==> config.mk <==
export PLATFORM = sky130hd
export DESIGN_NAME = mem_port_arbiter_flat
export DESIGN_NICKNAME = d
export VERILOG_FILES = /design/src/rtl/mem_port_arbiter_pkg.sv /design/src/rtl/mem_port_arbiter_if.sv /design/src/rtl/mem_port_arbiter_pick.sv /design/src/rtl/mem_port_arbiter.sv /design/src/flat_wrapper.sv
export SDC_FILE = /design/constraint.sdc
export NUM_CORES = 1
export LEC_CHECK = 0
export BUFFER_PORTS_ARGS = -buffer_cell sky130_fd_sc_hd__buf_2
export CAP_MARGIN = 30
export CORE_AREA = 2 2 108 110
export CTS_BUF_LIST = sky130_fd_sc_hd__clkbuf_8
export CTS_CLUSTER_SIZE = 24
export DETAILED_ROUTE_END_ITERATION = 12
export DIE_AREA = 0 0 110 112
export GPL_ROUTABILITY_DRIVEN = 0
export GPL_TIMING_DRIVEN = 0
export PLACE_DENSITY = 0.79
export SETUP_SLACK_MARGIN = 0.5
export SLEW_MARGIN = 20
export SYNTH_ARGS = -nofsm -noshare
export SYNTH_HDL_FRONTEND = slang
export SYNTH_SLANG_ARGS = --single-unit
==> constraint.sdc <==
create_clock -name clk_i -period 2.2 [get_ports clk_i]
set_clock_uncertainty 0.05 [all_clocks]
set_input_delay 0.22 -clock clk_i [delete_from_list [all_inputs] [get_ports clk_i]]
set_output_delay 0.22 -clock clk_i [all_outputs]
set_load 0.01 [all_outputs]
==> src/rtl/mem_port_arbiter_pkg.sv <==
// Shared types for the unified-memory port arbiter: FSM states, owner
// encoding and the all-ones byte-enable mask used by reads.
package mem_arb_pkg;

   typedef enum logic [1:0] {
      ARB_IDLE,
      ARB_REQ,
      ARB_WAIT
   } arb_state_e;

   typedef enum logic {
      OWNER_IF,
      OWNER_DM
   } arb_owner_e;

   localparam int                    BE_MAX_W    = 16;
   localparam logic [BE_MAX_W-1:0]   BE_ALL_ONES = '1;

endpackage

==> src/rtl/mem_port_arbiter_if.sv <==
// Core-side (fetch/data) and memory-side signals of the arbiter, bundled with
// a slave view for the arbiter and a master view for whoever drives it.
interface mem_port_arbiter_if #(
   parameter int ADDR_W = 32,
   parameter int DATA_W = 32
);
   localparam int BE_W = DATA_W / 8;

   logic              if_req_i;
   logic [ADDR_W-1:0] if_addr_i;
   logic              if_done_o;
   logic [DATA_W-1:0] if_rdata_o;
   logic              dm_req_i;
   logic              dm_we_i;
   logic [ADDR_W-1:0] dm_addr_i;
   logic [DATA_W-1:0] dm_wdata_i;
   logic [BE_W-1:0]   dm_be_i;
   logic              dm_done_o;
   logic [DATA_W-1:0] dm_rdata_o;
   logic              stall_f_o;
   logic              stall_m_o;
   logic              mem_req_o;
   logic              mem_we_o;
   logic [ADDR_W-1:0] mem_addr_o;
   logic [DATA_W-1:0] mem_wdata_o;
   logic [BE_W-1:0]   mem_be_o;
   logic              mem_gnt_i;
   logic              mem_rvalid_i;
   logic [DATA_W-1:0] mem_rdata_i;

   modport slave (
      input  if_req_i, if_addr_i,
      input  dm_req_i, dm_we_i, dm_addr_i, dm_wdata_i, dm_be_i,
      input  mem_gnt_i, mem_rvalid_i, mem_rdata_i,
      output if_done_o, if_rdata_o, dm_done_o, dm_rdata_o,
      output stall_f_o, stall_m_o,
      output mem_req_o, mem_we_o, mem_addr_o, mem_wdata_o, mem_be_o
   );

   modport master (
      output if_req_i, if_addr_i,
      output dm_req_i, dm_we_i, dm_addr_i, dm_wdata_i, dm_be_i,
      output mem_gnt_i, mem_rvalid_i, mem_rdata_i,
      input  if_done_o, if_rdata_o, dm_done_o, dm_rdata_o,
      input  stall_f_o, stall_m_o,
      input  mem_req_o, mem_we_o, mem_addr_o, mem_wdata_o, mem_be_o
   );

endinterface

==> src/rtl/mem_port_arbiter_pick.sv <==
// Fixed data-over-fetch priority pick with a saturating starvation counter
// that hands the slot to fetch after STARVE_MAX consecutive data wins.
module mem_arb_pick
   import mem_arb_pkg::*;
#(
   parameter int STARVE_MAX = 4,
   parameter int CNT_W      = 3
) (
   input  logic clk_i,
   input  logic rst_n_i,
   input  logic arb_i,
   input  logic if_req_i,
   input  logic dm_req_i,
   output logic grant_if_o,
   output logic grant_dm_o
);

   logic [CNT_W-1:0] r_starve_cnt;
   logic             w_starved;

   assign w_starved  = (r_starve_cnt == CNT_W'(STARVE_MAX));
   assign grant_if_o = arb_i && if_req_i && (!dm_req_i || w_starved);
   assign grant_dm_o = arb_i && dm_req_i && !grant_if_o;

   // Counter only moves on arbitration cycles; a fetch win or an idle fetch clears it.
   always_ff @(posedge clk_i or negedge rst_n_i) begin
      if (!rst_n_i) begin
         r_starve_cnt <= '0;
      end else if (arb_i) begin
         if (grant_if_o || !if_req_i) begin
            r_starve_cnt <= '0;
         end else if (grant_dm_o && !w_starved) begin
            r_starve_cnt <= r_starve_cnt + 1'b1;
         end
      end
   end

endmodule

==> src/rtl/mem_port_arbiter.sv <==
// Shares one single-port memory between fetch and data access, one
// transaction at a time, with combinational done/stall back to the pipeline.
module mem_port_arbiter
   import mem_arb_pkg::*;
#(
   parameter int ADDR_W     = 32,
   parameter int DATA_W     = 32,
   parameter int STARVE_MAX = 4,
   parameter int CNT_W      = 3
) (
   input  logic                clk_i,
   input  logic                rst_n_i,
   mem_port_arbiter_if.slave   bus
);

   localparam int BE_W = DATA_W / 8;

   arb_state_e          r_state;
   arb_owner_e          r_owner;
   logic                r_mem_req;
   logic                r_mem_we;
   logic [ADDR_W-1:0]   r_mem_addr;
   logic [DATA_W-1:0]   r_mem_wdata;
   logic [BE_W-1:0]     r_mem_be;

   logic                w_arb;
   logic                w_grant_if;
   logic                w_grant_dm;
   logic                w_complete;
   logic [BE_W-1:0]     w_be_ones;

   assign w_arb     = (r_state == ARB_IDLE);
   assign w_be_ones = BE_ALL_ONES[BE_W-1:0];

   mem_arb_pick #(
      .STARVE_MAX (STARVE_MAX),
      .CNT_W      (CNT_W)
   ) u_pick (
      .clk_i      (clk_i),
      .rst_n_i    (rst_n_i),
      .arb_i      (w_arb),
      .if_req_i   (bus.if_req_i),
      .dm_req_i   (bus.dm_req_i),
      .grant_if_o (w_grant_if),
      .grant_dm_o (w_grant_dm)
   );

   // A grant accompanied by rvalid completes straight out of REQ.
   assign w_complete = ((r_state == ARB_REQ) && bus.mem_gnt_i && bus.mem_rvalid_i) ||
                       ((r_state == ARB_WAIT) && bus.mem_rvalid_i);

   assign bus.if_done_o  = w_complete && (r_owner == OWNER_IF);
   assign bus.dm_done_o  = w_complete && (r_owner == OWNER_DM);
   assign bus.if_rdata_o = bus.mem_rdata_i;
   assign bus.dm_rdata_o = bus.mem_rdata_i;
   assign bus.stall_f_o  = bus.if_req_i && !bus.if_done_o;
   assign bus.stall_m_o  = bus.dm_req_i && !bus.dm_done_o;

   assign bus.mem_req_o   = r_mem_req;
   assign bus.mem_we_o    = r_mem_we;
   assign bus.mem_addr_o  = r_mem_addr;
   assign bus.mem_wdata_o = r_mem_wdata;
   assign bus.mem_be_o    = r_mem_be;

   always_ff @(posedge clk_i or negedge rst_n_i) begin
      if (!rst_n_i) begin
         r_state     <= ARB_IDLE;
         r_owner     <= OWNER_DM;
         r_mem_req   <= 1'b0;
         r_mem_we    <= 1'b0;
         r_mem_addr  <= '0;
         r_mem_wdata <= '0;
         r_mem_be    <= '0;
      end else begin
         unique case (r_state)
            ARB_IDLE: begin
               if (w_grant_dm) begin
                  r_state     <= ARB_REQ;
                  r_owner     <= OWNER_DM;
                  r_mem_req   <= 1'b1;
                  r_mem_we    <= bus.dm_we_i;
                  r_mem_addr  <= bus.dm_addr_i;
                  r_mem_wdata <= bus.dm_wdata_i;
                  r_mem_be    <= bus.dm_we_i ? bus.dm_be_i : w_be_ones;
               end else if (w_grant_if) begin
                  r_state     <= ARB_REQ;
                  r_owner     <= OWNER_IF;
                  r_mem_req   <= 1'b1;
                  r_mem_we    <= 1'b0;
                  r_mem_addr  <= bus.if_addr_i;
                  r_mem_wdata <= '0;
                  r_mem_be    <= w_be_ones;
               end
            end
            ARB_REQ: begin
               if (bus.mem_gnt_i) begin
                  r_mem_req <= 1'b0;
                  r_state   <= bus.mem_rvalid_i ? ARB_IDLE : ARB_WAIT;
               end
            end
            ARB_WAIT: begin
               if (bus.mem_rvalid_i) begin
                  r_state <= ARB_IDLE;
               end
            end
            default: r_state <= ARB_IDLE;
         endcase
      end
   end

endmodule

==> src/flat_wrapper.sv <==
// flat-port wrapper written by rule: the top's interface ports become plain ports
module mem_port_arbiter_flat import mem_arb_pkg::*;
#(
   parameter int ADDR_W     = 32,
   parameter int DATA_W     = 32,
   parameter int STARVE_MAX = 4,
   parameter int CNT_W      = 3
)
  (clk_i, rst_n_i, bus_if_req_i, bus_if_addr_i, bus_dm_req_i, bus_dm_we_i, bus_dm_addr_i, bus_dm_wdata_i, bus_dm_be_i, bus_mem_gnt_i, bus_mem_rvalid_i, bus_mem_rdata_i, bus_if_done_o, bus_if_rdata_o, bus_dm_done_o, bus_dm_rdata_o, bus_stall_f_o, bus_stall_m_o, bus_mem_req_o, bus_mem_we_o, bus_mem_addr_o, bus_mem_wdata_o, bus_mem_be_o);
  mem_port_arbiter_if #(.ADDR_W(ADDR_W), .DATA_W(DATA_W)) bus_i ();
  input  logic clk_i;
  input  logic rst_n_i;
  input wire logic [$bits(bus_i.if_req_i)-1:0] bus_if_req_i;
  input wire logic [$bits(bus_i.if_addr_i)-1:0] bus_if_addr_i;
  input wire logic [$bits(bus_i.dm_req_i)-1:0] bus_dm_req_i;
  input wire logic [$bits(bus_i.dm_we_i)-1:0] bus_dm_we_i;
  input wire logic [$bits(bus_i.dm_addr_i)-1:0] bus_dm_addr_i;
  input wire logic [$bits(bus_i.dm_wdata_i)-1:0] bus_dm_wdata_i;
  input wire logic [$bits(bus_i.dm_be_i)-1:0] bus_dm_be_i;
  input wire logic [$bits(bus_i.mem_gnt_i)-1:0] bus_mem_gnt_i;
  input wire logic [$bits(bus_i.mem_rvalid_i)-1:0] bus_mem_rvalid_i;
  input wire logic [$bits(bus_i.mem_rdata_i)-1:0] bus_mem_rdata_i;
  output wire logic [$bits(bus_i.if_done_o)-1:0] bus_if_done_o;
  output wire logic [$bits(bus_i.if_rdata_o)-1:0] bus_if_rdata_o;
  output wire logic [$bits(bus_i.dm_done_o)-1:0] bus_dm_done_o;
  output wire logic [$bits(bus_i.dm_rdata_o)-1:0] bus_dm_rdata_o;
  output wire logic [$bits(bus_i.stall_f_o)-1:0] bus_stall_f_o;
  output wire logic [$bits(bus_i.stall_m_o)-1:0] bus_stall_m_o;
  output wire logic [$bits(bus_i.mem_req_o)-1:0] bus_mem_req_o;
  output wire logic [$bits(bus_i.mem_we_o)-1:0] bus_mem_we_o;
  output wire logic [$bits(bus_i.mem_addr_o)-1:0] bus_mem_addr_o;
  output wire logic [$bits(bus_i.mem_wdata_o)-1:0] bus_mem_wdata_o;
  output wire logic [$bits(bus_i.mem_be_o)-1:0] bus_mem_be_o;
  assign bus_i.if_req_i = bus_if_req_i;
  assign bus_i.if_addr_i = bus_if_addr_i;
  assign bus_i.dm_req_i = bus_dm_req_i;
  assign bus_i.dm_we_i = bus_dm_we_i;
  assign bus_i.dm_addr_i = bus_dm_addr_i;
  assign bus_i.dm_wdata_i = bus_dm_wdata_i;
  assign bus_i.dm_be_i = bus_dm_be_i;
  assign bus_i.mem_gnt_i = bus_mem_gnt_i;
  assign bus_i.mem_rvalid_i = bus_mem_rvalid_i;
  assign bus_i.mem_rdata_i = bus_mem_rdata_i;
  assign bus_if_done_o = bus_i.if_done_o;
  assign bus_if_rdata_o = bus_i.if_rdata_o;
  assign bus_dm_done_o = bus_i.dm_done_o;
  assign bus_dm_rdata_o = bus_i.dm_rdata_o;
  assign bus_stall_f_o = bus_i.stall_f_o;
  assign bus_stall_m_o = bus_i.stall_m_o;
  assign bus_mem_req_o = bus_i.mem_req_o;
  assign bus_mem_we_o = bus_i.mem_we_o;
  assign bus_mem_addr_o = bus_i.mem_addr_o;
  assign bus_mem_wdata_o = bus_i.mem_wdata_o;
  assign bus_mem_be_o = bus_i.mem_be_o;
  mem_port_arbiter #(.ADDR_W(ADDR_W), .DATA_W(DATA_W), .STARVE_MAX(STARVE_MAX), .CNT_W(CNT_W)) u_core (.clk_i(clk_i), .rst_n_i(rst_n_i), .bus(bus_i));
endmodule
# Word-level counts from Yosys, hierarchy flattened
# Index checks and enable logic that the tools add are counted.
op_classes:
  eq_ne: 6
  muxes: 22
  n_mul: 0
  order_cmp: 0
  div_mod_pow: 0
  shifts: 0
  add_sub_neg: 1
  n_reduce_logical: 29
  bitwise_logic: 1
op_table:
  columns: ["op", "count"]
  rows:
  - ["$mux 32", 4]
  - ["$logic_and 1x1->1", 12]
  - ["$mux 4", 3]
  - ["$mux 2", 5]
  - ["$logic_not 1->1", 6]
  - ["$mux 1", 6]
  - ["$mux 3", 2]
  - ["$pmux 2 s3", 1]
  - ["$reduce_and 3->1", 2]
  - ["$reduce_bool 2->1", 3]
  - ["$ne 2x2->1 const B", 2]
  - ["$reduce_and 2->1", 2]
  - ["$add 3x1->3 const B", 1]
  - ["$eq 3x3->1 const B", 1]
  - ["$logic_or 1x1->1", 3]
  - ["$ne 3x1->1 const B", 1]
  - ["$eq 2x1->1 const B", 1]
  - ["$eq 2x2->1 const B", 1]
  - ["$logic_not 2->1", 1]
  - ["$pmux 1 s2", 1]
  - ["$not 1->1", 1]
word_totals:
  output_inout_bits: 138
  ramBits: 0
  rom_bits: 0
  inputBits: 139
  wordCells: 67
  n_memories: 0
  latch_bits: 0
  ff_bits: 76

# Logic depth before layout (Yosys ltp)
# Gate-level depths: netlist of run 1.
logic_depth:
  word_depth: 8
  depth_mapped: 7
  mapped_depth_nobuf: 5

# Modules after synthesis
# From an unflattened synthesis of run 1, not the netlist that was laid out.
unflattened:
  cells_unflattened: 294
  area_unflattened_um2: 3754.9
modules_own_cells:
  columns: ["module", "cells_each", "area_each_um2", "instances", "seq_area_each_um2"]
  rows:
  - ["mem_port_arbiter", 272, 3558.4, 1, 1828.0]
  - ["mem_arb_pick", 22, 196.4, 1, 75.1]

# Least setup slack after synthesis of run 1
# OpenSTA, ideal clock, no wires.
synth_timing:
  path_type: "reg2reg"
  startpoint: "reg u_core.u_pick.r_starve_cnt[0]"
  endpoint: "reg u_core.r_mem_addr[0], in the netlist u_core.bus.mem_addr_o[0]"
  t_required_ps: 2024
  path_buffers: 1
  path_stages_with_launch: 7
  path_slack_ps: 640
  setup_time_ps: 126
  period_less_slack_ps: 1560
  arrival_time_ps: 1384
  path_cell_list: "dfrtp_1 inv_1 ha_1 nand3_2 clkbuf_1 and3_1 a311o_1"
synth_between:
  elab_chain_len: 7
  word_cells_on_any_way: 8
  cone_classes: "eq/ne (1); mux (1); reduce/logical (6)"
synth_lines:
  columns: ["item", "line_no", "text"]
  rows:
  - ["start: declaration", "mem_port_arbiter_pick.sv:18", "logic [CNT_W-1:0] r_starve_cnt;"]
  - ["start signal: assignment", "mem_port_arbiter_pick.sv:33", "r_starve_cnt <= r_starve_cnt + 1'b1;"]
  - ["$eq 3x3->1 *", "mem_port_arbiter_pick.sv:21", "assign w_starved = (r_starve_cnt == CNT_W'(STARVE_MAX));"]
  - ["$logic_or 1x1->1 *", "mem_port_arbiter_pick.sv:22", "assign grant_if_o = arb_i && if_req_i && (!dm_req_i || w_starved);"]
  - ["$logic_and 1x1->1 *", "mem_port_arbiter_pick.sv:22", null]
  - ["$logic_not 1->1", "mem_port_arbiter_pick.sv:23", "assign grant_dm_o = arb_i && dm_req_i && !grant_if_o;"]
  - ["$logic_and 1x1->1", "mem_port_arbiter_pick.sv:23", null]
  - ["$reduce_bool 2->1 (no line)", null, null]
  - ["$reduce_and 2->1 (no line)", null, null]
  - ["end signal: assignment", "mem_port_arbiter.sv:82", "r_mem_addr <= bus.dm_addr_i;"]
  - ["end signal: assignment", "mem_port_arbiter.sv:90", "r_mem_addr <= bus.if_addr_i;"]
  - ["end: declaration", "mem_port_arbiter.sv:22", "logic [ADDR_W-1:0] r_mem_addr;"]
# Every way passes the cells marked *; elsewhere a longest branch is shown, timed or not.
# A chain may end at the register's enable or synchronous reset.

# Worst setup path after layout of run 1
layout_timing:
  startpoint: "reg u_core.r_state[0]"
  endpoint: "out bus_stall_f_o"
layout_between:
  elab_chain_len: 7
  word_cells_on_any_way: 9
  cone_classes: "eq/ne (2); reduce/logical (7)"
layout_lines:
  columns: ["item", "line_no", "text"]
  rows:
  - ["start: declaration", "mem_port_arbiter.sv:18", "arb_state_e r_state;"]
  - ["start signal: assignment", "mem_port_arbiter.sv:98", "r_state <= bus.mem_rvalid_i ? ARB_IDLE : ARB_WAIT;"]
  - ["$eq 2x1->1", "mem_port_arbiter.sv:49", "assign w_complete = ((r_state == ARB_REQ) && bus.mem_gnt_i && bus.mem_rvalid_i) ||"]
  - ["$logic_and 1x1->1 (2 in series)", "mem_port_arbiter.sv:49", null]
  - ["$logic_or 1x1->1 *", "mem_port_arbiter.sv:49", null]
  - ["$logic_and 1x1->1 *", "mem_port_arbiter.sv:52", "assign bus.if_done_o = w_complete && (r_owner == OWNER_IF);"]
  - ["$logic_not 1->1 *", "mem_port_arbiter.sv:56", "assign bus.stall_f_o = bus.if_req_i && !bus.if_done_o;"]
  - ["$logic_and 1x1->1 *", "mem_port_arbiter.sv:56", null]
  - ["end: declaration", "flat_wrapper.sv:27", "output wire logic [$bits(bus_i.stall_f_o)-1:0] bus_stall_f_o;"]
# Marked as above.

==> impl_metrics.ini, run 1 <==
[clock_network]
clk_latency_ns = 0.34
clk_pin_slew_ns = 0.07
cts-root-buf = clkbuf_8
htreeDepth = 3
cts_tree = yes
clockBufferDepth = 2
cts.sinks = 76
numCtsBuffers = 9

[global_routing]
grt_first_pass_wirelength_um = 18400
grt_start_max_net_pins = 55
grt_antenna_before_repair = 0
grt_overflow = 0
grt_usage = 0.194
grt_pass1_vias = 3692

[power]
vdd_drop_max_mv = 0.540
power_switching_share = 0.356
p_int_mw = 4.59
p_comb_frac = 0.499
seqPwrFrac = 0.333
p_per_area_mw_per_mm2 = 1210
leakage_nw = 3.18
p_clk_frac = 0.168
p_sw_mw = 2.54

[setup_path]
path_class = register to output pin
worstSetupEndpointType = output pin
critPathLaunchType = register
cp.required_ns = 1.93
worstPathArrival_ns = 1.48
rrSetupSlack_ns = 0.48
crit_fanout = 4

[route]
dr.pass1.iters = 4
vias_per_cell = 4.89
drt_iter0_drc = 186
routedWlPerCell_um = 16.1
vias = 3714
ant_nets = 0
wirelength_um = 12200
drc = 0

[synthesis]
synth_cell_types = 33
yosysSeqAreaShare = 0.485
synth-seq-cells = 76
avgSynthCellArea_um2 = 11.6
yosys_warnings = 0
synthCells = 339
syn_nets = 480
synth_area_mm2 = 0.00392

[finish]
nNetsFinal = 753
layout_commonest_cell = buf_2
antennaDiodeCount = 0
layout-drive-gt1-share = 0.615
regArea_mm2 = 0.00191
final_cell_mix = buf_2 (241), buf_4 (78), dfrtp_1 (73), o21a_1 (34)
area_delta_synth_final_pct = 50.4
multi_input_comb_area_mm2 = 0.00140
fillers = 1001

[sta]
slew_violations = 0
rsz0062_at_grt = yes
hold_violations = 0
setup_ws_ns = 0.446
tns_ns = 0
min_period_ns = 1.75
setup_violations = 0
tightest_slew_ns = 0.501
maxSlewHeadroom = 0.666
post-route-period-util = 0.797
fmax_mhz = 570

[floorplanning]
fp.coreArea_mm2 = 0.0112
dieHeight_um = 112
pin_count = 277
start_util = 0.351
rows = 39
dieArea_mm2 = 0.0123
die_width_um = 110

[placed_design]
dpl_worst_slack_ns = 0.290
port_buffers = 244
dp_hpwl_um = 9180

[job]
drv_cap = 0

[worst_hold_path]
hold_path_class = primary input to register

[run_status]
status = finished, final reports clean
[Yosys cell counts (all sizes together)]
library cell,number,share of area
and2,2,0.0032
nor3b,1,0.0048
and3,32,0.051
o31ai,1,0.0019
o32ai,1,0.0022
nor4,1,0.0016
o22a,4,0.0089
inv,5,0.0048
dfstp,1,0.0067
or4,1,0.0019
a22o,32,0.071
nor2b,1,0.0016
buf,79,0.16
o21ai,7,0.0089
nand2b,1,0.0016
clkbuf,11,0.011
and3b,1,0.0022
ha,2,0.0064
nand2,4,0.0057
dfrtp,75,0.48
nor2,7,0.011
o21a,34,0.065
or2,1,0.0016
nand3,2,0.0051
a21o,1,0.0019
a311o,32,0.082
[cell type report]
type,count,area share
inverters,5,0.00318
clock inverters,4,0.0123
multi-input cells,168,0.237
well taps,143,0.0303
clock buffers,11,0.0257
plain buffers,90,0.124
repair buffers,262,0.245
flip-flops and latches,76,0.323
[path summary, 6_finish.rpt]
check                                      startpoint                          to  depth (start not counted)
setup / recovery                    u_core.r_state[0]               bus_stall_f_o                          4
hold / removal                          bus_mem_gnt_i           u_core.r_state[0]                          2
setup reg to reg                    u_core.r_state[0]  u_core.bus.mem_wdata_o[11]                          5
hold reg to reg            u_core.bus.mem_wdata_o[26]  u_core.bus.mem_wdata_o[26]                          1
max in group asynchronous                     rst_n_i              u_core.r_owner                          3
min in group asynchronous                     rst_n_i   u_core.bus.mem_addr_o[12]                          2
[worst max-delay path, stage by stage (launching register included)]
cell     delay [ns]
dfrtp_2        0.42
and3b_2        0.24
o21ai_4        0.21
o21a_1         0.17
buf_6          0.11
[power by group through the flow]
| stage | registers (mW) | logic, mW | clock network, mW |
|---|---|---|---|
| 2_1_floorplan | 2.67 | 1.72 | 0 |
| 5_1_grt | 2.45 | 3.87 | 1.31 |
| 6_report | 2.37 | 3.56 | 1.20 |
| 3_3_place_gp | 2.38 | 3.15 | 0 |
| 4_1_cts | 2.39 | 3.33 | 1.25 |
| 3_5_place_dp | 2.41 | 3.23 | 0 |
[routing by layer]
metal	vias to the layer above	global-route usage	wire length, um
li1	1742	-	-
met1	1776	0.222	4650
met2	185	0.351	6410
met3	11	0.0457	1020
met4	0	0.0565	147
met5	-	0	0
[cells by family after synthesis]
logic type	synth area share
AOI/OAI and AO/OA	0.242
adders and majority gates	0.00638
DFF	0.485
buffers and inverters	0.174
and+or+nand+nor	0.0919
[sequential cells by signal, indices dropped and copies added (netlist names)]
name and count:
u_core.bus.mem_req_o 1, u_core.bus.mem_be_o 4, u_core.bus.mem_wdata_o 32, u_core.r_state 2
u_core.r_owner 1, u_core.bus.mem_we_o 1, u_core.bus.mem_addr_o 32, u_core.u_pick.r_starve_cnt 3
[through the flow]
step,std cells,util,hold slack (ns),power (mW),instance area (um^2)
after detailed placement,727,0.479,0.0895,5.63,5350
after global placement,726,0.476,0.340,5.52,5320
after floorplan,339,-,-0.126,4.39,3920
after CTS,751,0.513,0.00780,6.97,5730
final,759,0.528,0.0418,7.13,5900
after global routing,759,0.528,0.0257,7.64,5900
[repair_timing]
action	CTS	global route
hold buffers	2	0
buffers inserted	6	7
cloned	1	1
pin swaps	2	6
resized for setup	23	28
endpoints found under the setup margin	69	63
endpoints found under the hold margin	23	0
No activity file was read; power rests on OpenSTA's default activity.
==> run 2, diff against run 1 <==
--- a/config.mk
+++ b/config.mk
@@ -14,7 +14,7 @@
 export DIE_AREA = 0 0 110 112
 export GPL_ROUTABILITY_DRIVEN = 0
 export GPL_TIMING_DRIVEN = 0
-export PLACE_DENSITY = 0.79
+export PLACE_DENSITY = 0.82
 export SETUP_SLACK_MARGIN = 0.5
 export SLEW_MARGIN = 20
 export SYNTH_ARGS = -nofsm -noshare
==> constraint.sdc (replaced) <==
create_clock -name clk_i -period 1.55 [get_ports clk_i]
set_clock_uncertainty 0.05 [all_clocks]
set_input_delay 0.155 -clock clk_i [delete_from_list [all_inputs] [get_ports clk_i]]
set_output_delay 0.155 -clock clk_i [all_outputs]
set_load 0.01 [all_outputs]
==> impl_metrics.ini, run 2 (synthesized netlist as in run 1, its figures left out) <==
[run_status]
status = finished, violations left
violations = setup timing

[sta]
min_period_ns = 1.74
maxSlewHeadroom = 0.676
slew_violations = 0
tightest_slew_ns = 0.485
setup_ws_ns = -0.194
hold_violations = 0
fmax_mhz = 573
fin_hold_ws_ns = 0.0381
setup_violations = 73
rsz0062_at_grt = yes
post-route-period-util = 1.13

[route]
drc = 0
dr.pass1.iters = 4
wirelength_um = 15800
drt_iter0_drc = 264
routedWlPerCell_um = 18.0
ant_nets = 0
vias = 4328
vias_per_cell = 4.94

[power]
p_clk_frac = 0.130
vdd_drop_max_mv = 0.924
power_switching_share = 0.362
p_int_mw = 7.46
leakage_nw = 3.77
seqPwrFrac = 0.299
p_per_area_mw_per_mm2 = 1610
p_comb_frac = 0.571
p_sw_mw = 4.23

[clock_network]
clockBufferDepth = 2
clk_pin_slew_ns = 0.09
cts-root-buf = clkbuf_8
htreeDepth = 3
cts.sinks = 76
clk_latency_ns = 0.36
cts_tree = yes
numCtsBuffers = 9

[floorplanning]
start_util = 0.351
pin_count = 277
fp.coreArea_mm2 = 0.0112
die_width_um = 110
rows = 39
dieHeight_um = 112
dieArea_mm2 = 0.0123

[global_routing]
grt_first_pass_wirelength_um = 22700
grt_overflow = 0
grt_start_max_net_pins = 40
grt_pass1_vias = 4515
grt_antenna_before_repair = 0
grt_usage = 0.244

[setup_path]
worstPathArrival_ns = 1.54
critical_path.startpoint = u_core.r_state[0]
worstSetupEndpointType = output pin
crit_fanout = 6
critPathLaunchType = register
cp.required_ns = 1.34
reg2reg_from = u_core.r_state[0]
path_class = register to output pin

[finish]
antennaDiodeCount = 0
nNetsFinal = 869
multi_input_comb_area_mm2 = 0.00149
fillers = 826
layout-drive-gt1-share = 0.602
regArea_mm2 = 0.00191
layout_commonest_cell = buf_2
area_delta_synth_final_pct = 85.1
final_cell_mix = buf_2 (219), buf_4 (110), dfrtp_1 (73), dlygate4sd3_1 (69), buf_6 (41)
stdcell_count = 876

[job]
drv_cap = 0

[worst_hold_path]
hold_path_class = primary input to register
worstHoldStart = bus_if_addr_i[6]

[placed_design]
port_buffers = 244
placed_cells = 727
dp_hpwl_um = 9380
[run 2: worst max-delay path, cell delays in order, from the launching register on]
cell and delay, ns:
dfrtp_2 0.45, buf_4 0.15, nor2b_4 0.14, o21ai_4 0.09
buf_4 0.15, nor2_4 0.09, buf_6 0.11
[run 2: per-layer routing]
layer  part of all wire  up-vias  global-route usage
met2               0.53      229               0.436
met1               0.37     2090               0.263
met3              0.082       29              0.0679
met5                  0        -                   0
li1                   -     1980                   -
met4              0.024        0               0.106
[run 2: worst paths after layout]
check                                              to  slack (ns)  cells past startpoint
setup reg to reg            u_core.bus.mem_addr_o[26]       -0.17                      6
hold reg to reg            u_core.bus.mem_wdata_o[15]        0.45                      1
max in group asynchronous           u_core.r_state[0]        0.69                      3
hold / removal               u_core.bus.mem_addr_o[6]        0.04                      2
min in group asynchronous   u_core.bus.mem_addr_o[13]        0.21                      2
setup / recovery                        bus_if_done_o       -0.19                      6
[run 2: repair_timing]
action	4_1_cts	5_1_grt
buffers inserted	35	19
pin swaps	39	14
gates resized for setup	73	31
cloned	9	1
hold buffers	69	0
endpoints found under the setup margin	149	161
endpoints found under the hold margin	105	0
[run 2: through the flow]
stage | worst slack, ns | area [um^2] | utilization | setup TNS, ns | total power, mW
final | -0.194 | 7250 | 0.649 | -7.85 | 11.7
after global routing | -0.287 | 7250 | 0.649 | -12.77 | 12.3
after CTS | -0.246 | 6960 | 0.623 | -9.67 | 11.0
after detailed placement | -0.348 | 5410 | 0.484 | -16.09 | 8.14
after global placement | -0.279 | 5390 | 0.482 | -30.59 | 7.96
after floorplan | 0.0308 | 3990 | - | 0 | 6.32
[run 2: final cells by class]
| cell class | instances | share of cell area |
|---|---|---|
| plain buffers | 90 | 0.105 |
| well taps | 143 | 0.0247 |
| repair buffers | 378 | 0.374 |
| inverters | 5 | 0.00259 |
| clock buffers | 10 | 0.0190 |
| clock inverters | 6 | 0.00690 |
| multi-input cells | 168 | 0.205 |
| flip-flops and latches | 76 | 0.263 |
[run 2: power by group through the flow]
stage | Clock [mW] | Sequential (mW) | Combinational [mW]
finish | 1.52 | 3.49 | 6.68
global route | 1.66 | 3.57 | 7.10
CTS | 1.55 | 3.41 | 5.99
detailed placement | 0 | 3.43 | 4.71
global placement | 0 | 3.38 | 4.59
floorplan | 0 | 3.79 | 2.52
==> run 3, diff against run 2 <==
--- a/config.mk
+++ b/config.mk
@@ -7,14 +7,14 @@
 export LEC_CHECK = 0
 export BUFFER_PORTS_ARGS = -buffer_cell sky130_fd_sc_hd__buf_2
 export CAP_MARGIN = 30
-export CORE_AREA = 2 2 108 110
-export CTS_BUF_LIST = sky130_fd_sc_hd__clkbuf_8
+export CORE_AREA = 2 2 106 108
+export CTS_BUF_LIST = sky130_fd_sc_hd__clkbuf_16
 export CTS_CLUSTER_SIZE = 24
 export DETAILED_ROUTE_END_ITERATION = 12
-export DIE_AREA = 0 0 110 112
+export DIE_AREA = 0 0 108 110
 export GPL_ROUTABILITY_DRIVEN = 0
 export GPL_TIMING_DRIVEN = 0
-export PLACE_DENSITY = 0.82
+export PLACE_DENSITY = 0.85
 export SETUP_SLACK_MARGIN = 0.5
 export SLEW_MARGIN = 20
 export SYNTH_ARGS = -nofsm -noshare
==> impl_metrics.ini, run 3 (synthesized netlist as in run 1, its figures left out) <==
[placed_design]
dp_hpwl_um = 9310
dpl_worst_slack_ns = -0.280
placed_cells = 724
port_buffers = 244

[clock_network]
cts-root-buf = clkbuf_16
cts.sinks = 76
clockBufferDepth = 2
clk_latency_ns = 0.33
cts_tree = yes
numCtsBuffers = 9
htreeDepth = 3
clk_pin_slew_ns = 0.06

[finish]
layout-drive-gt1-share = 0.666
final_cell_mix = buf_2 (230), buf_4 (106), dfrtp_1 (73), o21a_1 (34), buf_6 (33)
stdcell_count = 816
layout_commonest_cell = buf_2
area_delta_synth_final_pct = 73.8
utilization = 0.637
nNetsFinal = 812
antennaDiodeCount = 0

[route]
vias_per_cell = 4.99
wirelength_um = 13900
drc = 0
routedWlPerCell_um = 17.0
ant_nets = 0
vias = 4070
drt_iter0_drc = 192
dr.pass1.iters = 4

[sta]
setup_ws_ns = -0.173
slew_violations = 0
fin_hold_ws_ns = 0.0118
hold_violations = 0
setup_violations = 74
rsz0062_at_grt = yes
min_period_ns = 1.72
fmax_mhz = 580
maxSlewHeadroom = 0.683
post-route-period-util = 1.11
tns_ns = -8.96
tightest_slew_ns = 0.475

[floorplanning]
die_width_um = 108
start_util = 0.366
dieHeight_um = 110
pin_count = 277
dieArea_mm2 = 0.0119
rows = 38
fp.coreArea_mm2 = 0.0107

[global_routing]
grt_pass1_vias = 4074
grt_first_pass_wirelength_um = 19600
grt_overflow = 0
grt_antenna_before_repair = 0
grt_start_max_net_pins = 44
grt_usage = 0.213

[setup_path]
critPathMaxStageDelay_ns = 0.46
rrSetupSlack_ns = -0.17
critPathLaunchType = register
path_class = register to register
crit_fanout = 6
worstSetupEndpointType = register
slowest_stage = dfrtp_2
cp.required_ns = 1.69
cp_cell_sequence = or2_4 > buf_12 > buf_8 > o21a_1 > a311o_1
worstPathArrival_ns = 1.87

[worst_hold_path]
hold_path_class = primary input to register

[power]
p_per_area_mw_per_mm2 = 1780
leakage_nw = 3.59
p_comb_frac = 0.560
p_int_mw = 7.87
p_clk_frac = 0.152
p_sw_mw = 4.24
seqPwrFrac = 0.287
vdd_drop_max_mv = 1.00
power_switching_share = 0.350

[job]
drv_cap = 0

[run_status]
violations = setup timing
status = finished, violations left
==> run 3: changes by cell type in the layout (fill, tap and decap cells not counted), sizes merged <==
cell         previous run  this run
inv                     9         6
clkinv                  1         5
clkbuf                 23        27
nand3                   2         3
dlygate4sd3            69         7
buf                   386       384
nand2                   4         5
bufinv                  1         0
clkinvlp                0         1
==> run 3: worst max-delay path: cells and delay by family (launching register included) <==
kind | cells | cell delay, ns
simple gates | 1 | 0.30
compound gates | 2 | 0.51
flops | 1 | 0.46
buf+inv | 2 | 0.28
==> run 3: per-stage QoR <==
stage | cell area (um^2) | power, mW
after floorplan | 3990 | 6.32
after global placement | 5380 | 7.91
after detailed placement | 5410 | 8.13
after CTS | 6400 | 11.1
after global routing | 6810 | 12.8
final | 6810 | 12.1
==> run 3: path summary, 6_finish.rpt <==
check | start | end | cells past startpoint
min in group asynchronous | rst_n_i | u_core.r_state[1] | 2
max in group asynchronous | rst_n_i | u_core.bus.mem_wdata_o[3] | 3
worst max-delay path | u_core.r_state[1] | u_core.bus.mem_addr_o[31] | 5
worst min-delay path | bus_dm_wdata_i[13] | u_core.bus.mem_wdata_o[13] | 2
worst min register to register | u_core.bus.mem_wdata_o[9] | u_core.bus.mem_wdata_o[9] | 1
worst max register to register | u_core.r_state[1] | u_core.bus.mem_addr_o[31] | 5
==> run 3: what timing repair did <==
action / in CTS / in global routing
setup buffers: 33 / 21
pin swaps: 18 / 23
endpoints found under the hold margin: 38 / 0
gates cloned: 11 / 4
setup endpoints to repair: 143 / 183
hold buffers: 7 / 0
resized for setup: 61 / 36
==> run 3: final cells by class <==
class / instances / area [um^2]
fill: 806 / 3890
inverter: 5 / 18.8
clock buffer: 9 / 225
sequential: 76 / 1910
multi-input combinational: 170 / 1540
tap: 140 / 175
buffer: 90 / 785
clock inverter: 7 / 35.0
timing repair buffer: 319 / 2130
==> run 3: power by group through the flow <==
| stage | Clock [mW] | Combinational [mW] | Sequential, mW |
|---|---|---|---|
| after global routing | 1.99 | 7.24 | 3.56 |
| final | 1.84 | 6.79 | 3.48 |
| after detailed placement | 0 | 4.69 | 3.44 |
| after global placement | 0 | 4.53 | 3.38 |
| after floorplan | 0 | 2.52 | 3.79 |
| after CTS | 1.90 | 5.83 | 3.42 |
==> run 3: per-layer routing <==
| layer | GRT usage | vias up | part of all wire |
|---|---|---|---|
| met5 | 0 | - | 0 |
| met4 | 0.0742 | 0 | 0.011 |
| met2 | 0.406 | 201 | 0.55 |
| met3 | 0.0511 | 14 | 0.069 |
| li1 | - | 1874 | - |
| met1 | 0.228 | 1981 | 0.37 |
